File: config.mk
export PLATFORM = sky130hd
export DESIGN_NAME = muldiv_seq
export DESIGN_NICKNAME = d
export VERILOG_FILES = /design/src/rtl/muldiv_pkg.sv /design/src/rtl/muldiv_signfix.sv /design/src/rtl/muldiv_seq.sv
export SDC_FILE = /design/constraint.sdc
export NUM_CORES = 1
export LEC_CHECK = 0
export CAP_MARGIN = 25
export CELL_PAD_IN_SITES_DETAIL_PLACEMENT = 1
export CELL_PAD_IN_SITES_GLOBAL_PLACEMENT = 2
export CORE_ASPECT_RATIO = 1.2
export CORE_MARGIN = 2
export CORE_UTILIZATION = 31
export CTS_BUF_LIST = sky130_fd_sc_hd__clkbuf_16
export CTS_CLUSTER_SIZE = 25
export DETAILED_ROUTE_END_ITERATION = 8
export PLACE_DENSITY_LB_ADDON = 0.1
export SYNTH_ARGS = -nofsm -noshare
export SYNTH_HDL_FRONTEND = slang
export SYNTH_SLANG_ARGS = --single-unit
File: constraint.sdc
create_clock -name clk -period 9.2 [get_ports clk]
set_input_delay 0.92 -clock clk [delete_from_list [all_inputs] [get_ports clk]]
set_output_delay 0.92 -clock clk [all_outputs]
set_load 0.05 [all_outputs]
File: src/rtl/muldiv_pkg.sv
// muldiv_pkg: shared encodings for the multiply/divide sequencer.
// Latency: n/a (types, constants and helpers only).
// Backpressure: n/a.
package muldiv_pkg;

  // Iteration count, equal to the operand width. Only 32 is supported.
  localparam int MULDIV_ITER = 32;

  // Request opcodes from the execute stage.
  typedef enum logic [1:0] {
    OP_MULT  = 2'd0,
    OP_MULTU = 2'd1,
    OP_DIV   = 2'd2,
    OP_DIVU  = 2'd3
  } op_e;

  // Sequencer states. The NEG states are only reachable in signed builds.
  typedef enum logic [1:0] {
    ST_IDLE    = 2'd0,
    ST_NEG_IN  = 2'd1,
    ST_ITER    = 2'd2,
    ST_NEG_OUT = 2'd3
  } state_e;

  // ALU function selects. These must track the ALU's function table.
  localparam logic [4:0] FS_PASS_S = 5'h00;
  localparam logic [4:0] FS_ADDU   = 5'h03;
  localparam logic [4:0] FS_SUBU   = 5'h05;

  // Divide ops have op[1] set.
  function automatic logic op_is_div(input logic [1:0] o);
    return o[1];
  endfunction

  // Signed ops (MULT, DIV) have op[0] clear.
  function automatic logic op_is_signed(input logic [1:0] o);
    return ~o[0];
  endfunction

endpackage

File: src/rtl/muldiv_signfix.sv
// muldiv_signfix: absolute value of both operands and 32/64-bit negate of HI/LO.
// Latency: purely combinational, zero cycles.
// Backpressure: none.
module muldiv_signfix (
  input  logic [31:0] a_i,
  input  logic [31:0] b_i,
  input  logic [31:0] hi_i,
  input  logic [31:0] lo_i,
  output logic [31:0] a_abs_o,
  output logic [31:0] b_abs_o,
  output logic [31:0] hi_neg_o,
  output logic [31:0] lo_neg_o,
  output logic [63:0] prod_neg_o
);

  // -2^31 negates to itself; downstream treats it as the unsigned 2^31.
  assign a_abs_o    = a_i[31] ? (~a_i + 32'd1) : a_i;
  assign b_abs_o    = b_i[31] ? (~b_i + 32'd1) : b_i;
  assign hi_neg_o   = ~hi_i + 32'd1;
  assign lo_neg_o   = ~lo_i + 32'd1;
  assign prod_neg_o = ~{hi_i, lo_i} + 64'd1;

endmodule

File: src/rtl/muldiv_seq.sv
// muldiv_seq: multi-cycle MULT/MULTU/DIV/DIVU sequencer driving the shared ALU.
// Latency: done 33 cycles after accept (35 for signed ops, 1 for divide-by-zero).
// Backpressure: none; start is ignored while busy, nothing is queued.
// Config: define MULDIV_SIGNED_EN for signed MULT/DIV (NEG_IN/NEG_OUT + sign-fix).
module muldiv_seq
  import muldiv_pkg::*;
#(
  parameter int ITER = MULDIV_ITER
) (
  input  logic        clk,
  input  logic        reset,
  input  logic        start,
  input  logic [1:0]  op,
  input  logic [31:0] rs,
  input  logic [31:0] rt,
  output logic [31:0] alu_s,
  output logic [31:0] alu_t,
  output logic [4:0]  alu_fs,
  output logic [4:0]  alu_shamt,
  input  logic [31:0] alu_y,
  input  logic        alu_c,
  output logic        busy,
  output logic        done,
  output logic [31:0] hi,
  output logic [31:0] lo,
  output logic        div_by_zero
);

  localparam logic [5:0] LAST_CNT = 6'(ITER - 1);

  state_e      state_q, state_d;
  logic [5:0]  cnt_q, cnt_d;
  logic [31:0] hi_q, hi_d;
  logic [31:0] lo_q, lo_d;
  logic [31:0] rs_q, rs_d;
  logic [31:0] rt_q, rt_d;
  logic        is_div_q, is_div_d;
  logic        done_q, done_d;
  logic        dbz_q, dbz_d;

  logic        start_div0;
  logic        start_signed;
  logic        run_signed;
  logic        last_iter;
  logic [31:0] div_s;
  logic        mul_c;

  // Divide by zero is resolved at accept without entering the iteration loop.
  assign start_div0 = op_is_div(op) && (rt == 32'd0);
  assign last_iter  = (cnt_q == LAST_CNT);
  // Partial remainder shifted left by one, pulling in the next dividend bit.
  assign div_s      = {hi_q[30:0], lo_q[31]};
  // PASS_S cycles contribute no carry regardless of what the ALU reports.
  assign mul_c      = lo_q[0] & alu_c;

`ifdef MULDIV_SIGNED_EN
  logic        signed_q, signed_d;
  logic        sgn_lo_q, sgn_lo_d;
  logic        sgn_hi_q, sgn_hi_d;
  logic [31:0] rs_abs, rt_abs, hi_neg, lo_neg;
  logic [63:0] prod_neg;

  assign start_signed = op_is_signed(op);
  assign run_signed   = signed_q;

  muldiv_signfix u_signfix (
    .a_i        (rs_q),
    .b_i        (rt_q),
    .hi_i       (hi_q),
    .lo_i       (lo_q),
    .a_abs_o    (rs_abs),
    .b_abs_o    (rt_abs),
    .hi_neg_o   (hi_neg),
    .lo_neg_o   (lo_neg),
    .prod_neg_o (prod_neg)
  );

  // Remember signedness at accept and the result signs while in NEG_IN.
  always_comb begin
    signed_d = signed_q;
    sgn_lo_d = sgn_lo_q;
    sgn_hi_d = sgn_hi_q;
    if (start && (state_q == ST_IDLE)) begin
      signed_d = start_signed;
    end
    if (state_q == ST_NEG_IN) begin
      sgn_lo_d = rs_q[31] ^ rt_q[31];
      sgn_hi_d = rs_q[31];
    end
  end

  // Sign-tracking registers.
  always_ff @(posedge clk or posedge reset) begin
    if (reset) begin
      signed_q <= 1'b0;
      sgn_lo_q <= 1'b0;
      sgn_hi_q <= 1'b0;
    end else begin
      signed_q <= signed_d;
      sgn_lo_q <= sgn_lo_d;
      sgn_hi_q <= sgn_hi_d;
    end
  end
`else
  logic unused_op0;

  // Without signed support op[0] carries no meaning.
  assign start_signed = 1'b0;
  assign run_signed   = 1'b0;
  assign unused_op0   = op[0];
`endif

  // State register.
  always_ff @(posedge clk or posedge reset) begin
    if (reset) begin
      state_q <= ST_IDLE;
    end else begin
      state_q <= state_d;
    end
  end

  // Next-state logic.
  always_comb begin
    state_d = state_q;
    case (state_q)
      ST_IDLE: begin
        if (start && !start_div0) begin
          state_d = start_signed ? ST_NEG_IN : ST_ITER;
        end
      end
`ifdef MULDIV_SIGNED_EN
      ST_NEG_IN:  state_d = ST_ITER;
      ST_NEG_OUT: state_d = ST_IDLE;
`endif
      ST_ITER: begin
        if (last_iter) begin
          state_d = run_signed ? ST_NEG_OUT : ST_IDLE;
        end
      end
      default: state_d = ST_IDLE;
    endcase
  end

  // ALU drive: only ITER uses the ALU; all other cycles pass S=0.
  always_comb begin
    alu_s  = 32'd0;
    alu_t  = 32'd0;
    alu_fs = FS_PASS_S;
    if (state_q == ST_ITER) begin
      if (is_div_q) begin
        alu_s  = div_s;
        alu_t  = rt_q;
        alu_fs = FS_SUBU;
      end else begin
        alu_s  = hi_q;
        alu_t  = rs_q;
        alu_fs = lo_q[0] ? FS_ADDU : FS_PASS_S;
      end
    end
  end

  assign alu_shamt   = 5'd0;
  assign busy        = (state_q != ST_IDLE);
  assign done        = done_q;
  assign hi          = hi_q;
  assign lo          = lo_q;
  assign div_by_zero = dbz_q;

  // Datapath next-state: operand latch, shift-add / restoring shift-subtract, sign fix.
  always_comb begin
    hi_d     = hi_q;
    lo_d     = lo_q;
    rs_d     = rs_q;
    rt_d     = rt_q;
    is_div_d = is_div_q;
    cnt_d    = cnt_q;
    dbz_d    = dbz_q;
    done_d   = 1'b0;
    case (state_q)
      ST_IDLE: begin
        if (start) begin
          is_div_d = op_is_div(op);
          rs_d     = rs;
          rt_d     = rt;
          cnt_d    = 6'd0;
          dbz_d    = 1'b0;
          if (start_div0) begin
            hi_d   = rs;
            lo_d   = 32'hFFFF_FFFF;
            dbz_d  = 1'b1;
            done_d = 1'b1;
          end else begin
            hi_d = 32'd0;
            lo_d = op_is_div(op) ? rs : rt;
          end
        end
      end
`ifdef MULDIV_SIGNED_EN
      ST_NEG_IN: begin
        rs_d = rs_abs;
        rt_d = rt_abs;
        lo_d = is_div_q ? rs_abs : rt_abs;
      end
      ST_NEG_OUT: begin
        done_d = 1'b1;
        if (!is_div_q) begin
          if (sgn_lo_q) begin
            {hi_d, lo_d} = prod_neg;
          end
        end else begin
          if (sgn_lo_q) lo_d = lo_neg;
          if (sgn_hi_q) hi_d = hi_neg;
        end
      end
`endif
      ST_ITER: begin
        cnt_d = cnt_q + 6'd1;
        if (is_div_q) begin
          // A set hi[31] means the shifted remainder exceeds 32 bits, so it always fits.
          if (hi_q[31] || !alu_c) begin
            hi_d = alu_y;
            lo_d = {lo_q[30:0], 1'b1};
          end else begin
            hi_d = div_s;
            lo_d = {lo_q[30:0], 1'b0};
          end
        end else begin
          hi_d = {mul_c, alu_y[31:1]};
          lo_d = {alu_y[0], lo_q[31:1]};
        end
        if (last_iter && !run_signed) begin
          done_d = 1'b1;
        end
      end
      default: ;
    endcase
  end

  // Datapath registers.
  always_ff @(posedge clk or posedge reset) begin
    if (reset) begin
      hi_q     <= 32'd0;
      lo_q     <= 32'd0;
      rs_q     <= 32'd0;
      rt_q     <= 32'd0;
      is_div_q <= 1'b0;
      cnt_q    <= 6'd0;
      dbz_q    <= 1'b0;
      done_q   <= 1'b0;
    end else begin
      hi_q     <= hi_d;
      lo_q     <= lo_d;
      rs_q     <= rs_d;
      rt_q     <= rt_d;
      is_div_q <= is_div_d;
      cnt_q    <= cnt_d;
      dbz_q    <= dbz_d;
      done_q   <= done_d;
    end
  end

endmodule

# After elaboration in Yosys (flattened, before gate mapping)
# Index checks and enable logic that the tools add are counted.
[classes]
eq_ne = 5
bitwise_logic = 1
reduce_logical = 12
muxes = 27
n_addsub = 1
[op_table]
columns = ["op", "n"]
rows = [
  ["$mux 32", 12],
  ["$pmux 32 s2", 2],
  ["$logic_not 32->1", 1],
  ["$pmux 6 s2", 1],
  ["$add 6x1->6 const B", 1],
  ["$eq 6x5->1 const B", 1],
  ["$mux 2", 3],
  ["$mux 6", 1],
  ["$ne 2x2->1 const B", 3],
  ["$reduce_and 2->1", 3],
  ["$mux 5", 1],
  ["$mux 1", 4],
  ["$pmux 2 s2", 1],
  ["$reduce_bool 2->1", 2],
  ["$mux 3", 1],
  ["$eq 2x2->1 const B", 1],
  ["$logic_and 1x1->1", 2],
  ["$logic_not 1->1", 2],
  ["$logic_not 2->1", 1],
  ["$pmux 1 s2", 1],
  ["$and 1x1->1", 1],
  ["$logic_or 1x1->1", 1],
]
[totals]
word_cells = 55
inputBits = 102
reg_bits = 139
out_inout_bits = 141

# Longest topological paths before layout
[logic_depth]
ltp_word = 6
depth_mapped = 7
ltp_nobuf = 5

# Least setup slack after synthesis
# OpenSTA, ideal clock, no wires.
[synth_timing]
path_kind = "register -> output"
startpoint = "register state_q[1]"
endpoint = "output alu_t[26]"
arrival_ns = 2.212
path_buffers = 3
required_ns = 8.280
setup_slack_ns = 6.068
path_stages_with_launch = 5
path_cell_list = "dfrtp_1 > clkbuf_1 > clkbuf_1 > clkbuf_1 > nor2b_1"
[synth_between]
elab_chain_len = 2
[synth_rtl]
columns = ["element", "line", "source"]
rows = [
  ["from (decl)", "muldiv_seq.sv:31", "state_e state_q, state_d;"],
  ["from (signal assigned)", "muldiv_seq.sv:118", "state_q <= state_d;"],
  ["$eq 2x2->1", "muldiv_seq.sv:149", "if (state_q == ST_ITER) begin"],
  ["$mux 32", "muldiv_seq.sv:149", ""],
  ["to (decl)", "muldiv_seq.sv:17", "output logic [31:0] alu_t,"],
]
# Every way passes these cells.

# Worst setup path after layout
[layout_timing]
startpoint = "register is_div_q"
endpoint = "output alu_t[26]"
[layout_between]
elab_chain_len = 2
[layout_rtl]
columns = ["element", "line", "source"]
rows = [
  ["from (decl)", "muldiv_seq.sv:37", "logic is_div_q, is_div_d;"],
  ["from (signal assigned)", "muldiv_seq.sv:255", "is_div_q <= is_div_d;"],
  ["$mux 32", "muldiv_seq.sv:150", "if (is_div_q) begin"],
  ["$mux 32", "muldiv_seq.sv:149", ""],
]
# Every way passes these cells.

==> metrics.md <==
| Metric | Value |
|---|---|
| Status | `completed` |
| Clock Tree Root | `clkbuf_16` |
| Synth warn | `0` |
| Post-synth top cells | `mux2i_1 (158), dfrtp_1 (138), nand2_1 (73)` |
| CTS Sinks | `138` |
| Yosys top cell by area | `dfrtp_1` |
| Max Freq | `235 MHz` |
| WHS Path Cells | `2` |
| Seq cells post-synth | `138` |
| Critical-path cell list | `buf_4 -> mux2i_1 -> nor2b_1 -> clkdlybuf4s50_1` |
| Tmin final | `4260 ps` |
| Worst Max-Slew Pin Slew | `948 ps` |
| Num CTS Buffers | `17` |
| Max-slew headroom | `36.3%` |
| Via count | `7072` |
| Area occupied by registers | `3460 sq um` |
| Antenna violations before repair | `0` |
| Die Y | `184 um` |
| CTS clk-pin slew, worst paths | `70 ps` |
| Worst Path Max Fanout | `59` |
| Port-buffer cells | `234` |
| Cell count after synthesis | `843` |
| RSZ-0062 raised after global routing | `no` |
| DIE AREA | `28300 sq um` |
| Core ar. | `26400 sq um` |
| Static Leakage | `4.90 nW` |
| Crit path max-delay cell type | `dfrtp_4` |
| Fin crit share | `46.3%` |
| Worst-Skew Late Latency | `420 ps` |
| Worst Path Buf+Inv | `2` |
| First-pass GRT wire length | `44200 um` |
| Most common cell in the netlist | `mux2i_1` |
| FP Rows | `65` |
| Worst hold endpoint | `div_by_zero$_DFFE_PP0P_` |
| GP Congestion | `0.790` |
| Post-CTS setup repair buffer count | `0` |
| Skew final | `12.7 ps` |
| Clk pwr share | `18.9%` |
| Power, Total | `0.00376 W` |
| Die Wd | `154 um` |
| Final Hold Vio Count | `0` |
| Remaining global-route overflow | `0` |
| Reg2reg path depth | `6` |
| Sequential share of power | `27.0%` |
| Setup TNS | `0 ps` |
| Pin count of the biggest net entering global routing | `84` |
| DR pass1 iterations | `4` |
| Layout cell share with drive strength beyond 1 | `11.0%` |
| Crit path max-delay family | `buffers and inverters` |
| Switching part of the total | `47.2%` |
| WP data required | `8280 ps` |
| MaxCap Viol Count | `0` |
| CTS tree | `yes` |
| Setup crit start | `is_div_q$_DFFE_PP0P_` |
| Final core occ | `43.5%` |
| Worst reg2reg setup slack | `5590 ps` |
| Synthesis-to-finish area growth | `37.4%` |
| Final WL | `28100 um` |
| Crit Path Class | `flip-flop to primary output` |
| Int Pwr | `0.00199 W` |
| CP peak stage delay | `870 ps` |
| Multi-input logic area | `4570 sq um` |
| Hold Crit Start | `div_by_zero$_DFFE_PP0P_` |
| Syn Area/Cell | `9.92 sq um` |
| Final setup vio count | `0` |
| Antenna Nets Post-Route | `0` |
| Critical path data arrival time | `3340 ps` |
| Fillers | `2935` |
| VDD IR-drop max | `133 uV` |
| Starting Density | `31.6%` |
| Top_reg_cell synth | `dfrtp_1` |
| Sw power | `0.00177 W` |
| Post-synthesis cell area | `8360 sq um` |
| Synth unique cells | `39` |
| Clk buf depth | `2` |
| Vias per cell | `5.13` |
| FF-to-FF End | `hi[11]$_DFFE_PP0P_` |
| Hold Crit Class | `flip-flop to flip-flop` |
| Fin nets | `1134` |
| N_diodes | `0` |
| Dpl hpwl | `18800 um` |
| Post-synth EDFFs | `0` |
| 1st-iter DRT viols | `259` |
| Dominant cells by area after synthesis | `dfrtp_1 (41%), mux2i_1 (19%), mux2_2 (8.9%)` |
| Hold buffer count at CTS | `0` |
| Max Slew Vio Count | `0` |
| Async SR Flop Fraction | `100%` |
| Pwr Density | `327 nW/um^2` |
| DR WL/cell | `20.4 um` |
| GRT Total Usage | `20.0%` |
| Crit end category | `primary output` |
| Ports | `243` |
| Startpoint Class | `flip-flop` |
| H-tree levels | `4` |
| Post-CTS Resized | `0` |
| Detailed-route DRC error count | `0` |
| Vias in the first global route | `7443` |
| Worst r2r src | `state_q[1]$_DFFE_PP0P_` |
| Sequential area share after synthesis | `41.3%` |
| Worst hold margin | `481 ps` |
| Combinational share of power | `54.1%` |
| Top cell type's share of synthesized area | `41.3%` |
==> metrics by stage <==
| step | cells | setup WS, ps | instance area [sq um] |
|---|---|---|---|
| 2_1_floorplan | 849 | 4580 | 8380 |
| 3_3_place_gp | 1346 | 5200 | 10900 |
| 3_5_place_dp | 1347 | 5250 | 10900 |
| 4_1_cts | 1379 | 4890 | 11500 |
| 5_1_grt | 1379 | 4770 | 11500 |
| 6_report | 1379 | 4940 | 11500 |
==> worst register-to-register path, stage by stage, from the launching register on <==
cell and delay (ps):
dfrtp_4 730, buf_4 440, nand2b_4 520, buf_12 340, nor4_4 880, buf_4 450
a211o_1 190
==> per-layer routing <==
layer  wire length, um  global-route usage [%]  vias to the layer above
met5                 0                       0                        -
met4               312                    4.30                        0
met3              1010                    3.63                       16
met2             13600                    33.9                      156
met1             13100                    26.8                     3543
li1                  -                       -                     3357
==> kinds of logic after synthesis <==
group	count (synthesis)	share of synthesized area [%]
buffers and inverters	83	4.61
DFF	138	41.3
AOI/OAI and AO/OA	170	11.8
muxes	224	27.8
xor gates and xnor gates	2	0.210
adders and majority gates	1	0.150
and+or+nand+nor	224	14.1
other	1	0.0449
==> layout by cell type, fill, tap and decap left out, types with 27 or more instances in the layout <==
master,n
nor2b_1,64
clkdlybuf4s50_1,232
nand2_1,73
nor3b_1,27
a21oi_1,65
mux2_2,66
a211o_1,27
nor2_1,35
mux2i_1,158
dfrtp_1,136
o21ai_0,68
==> power groups by stage <==
stage          registers [W]  clock network [W]  logic (W)
4_1_cts              0.00102           0.000732    0.00206
3_3_place_gp         0.00102                  0    0.00204
3_5_place_dp         0.00103                  0    0.00205
2_1_floorplan        0.00130                  0    0.00108
5_1_grt              0.00105           0.000759    0.00216
6_report             0.00101           0.000712    0.00203
==> state kept, by name (all words and copies together) (netlist names) <==
signal       cells
hi              32
done             1
rs_q            32
cnt_q            6
rt_q            32
lo              32
div_by_zero      1
state_q          1
is_div_q         1
==> worst max path at each step <==
stage / endpoint / slack [ps] / depth (start not counted)
2_1_floorplan: cnt_q[0]$_DFFE_PP0P_ / 4580 / 1
3_3_place_gp: hi[4]$_DFFE_PP0P_ / 5200 / 6
3_5_place_dp: hi[11]$_DFFE_PP0P_ / 5250 / 6
4_1_cts: alu_s[28] / 4890 / 4
5_1_grt: alu_t[26] / 4770 / 4
6_report: alu_t[26] / 4940 / 4
==> final cells by class <==
cell class,count,share of cell area (%)
clock inverters,15,1.53
multi-input cells,628,39.8
clock buffers,17,3.70
flip-flops and latches,138,30.1
inverters,2,0.109
repair buffers,244,21.1
well taps,335,3.65
Power figures use the tool's default switching activity.
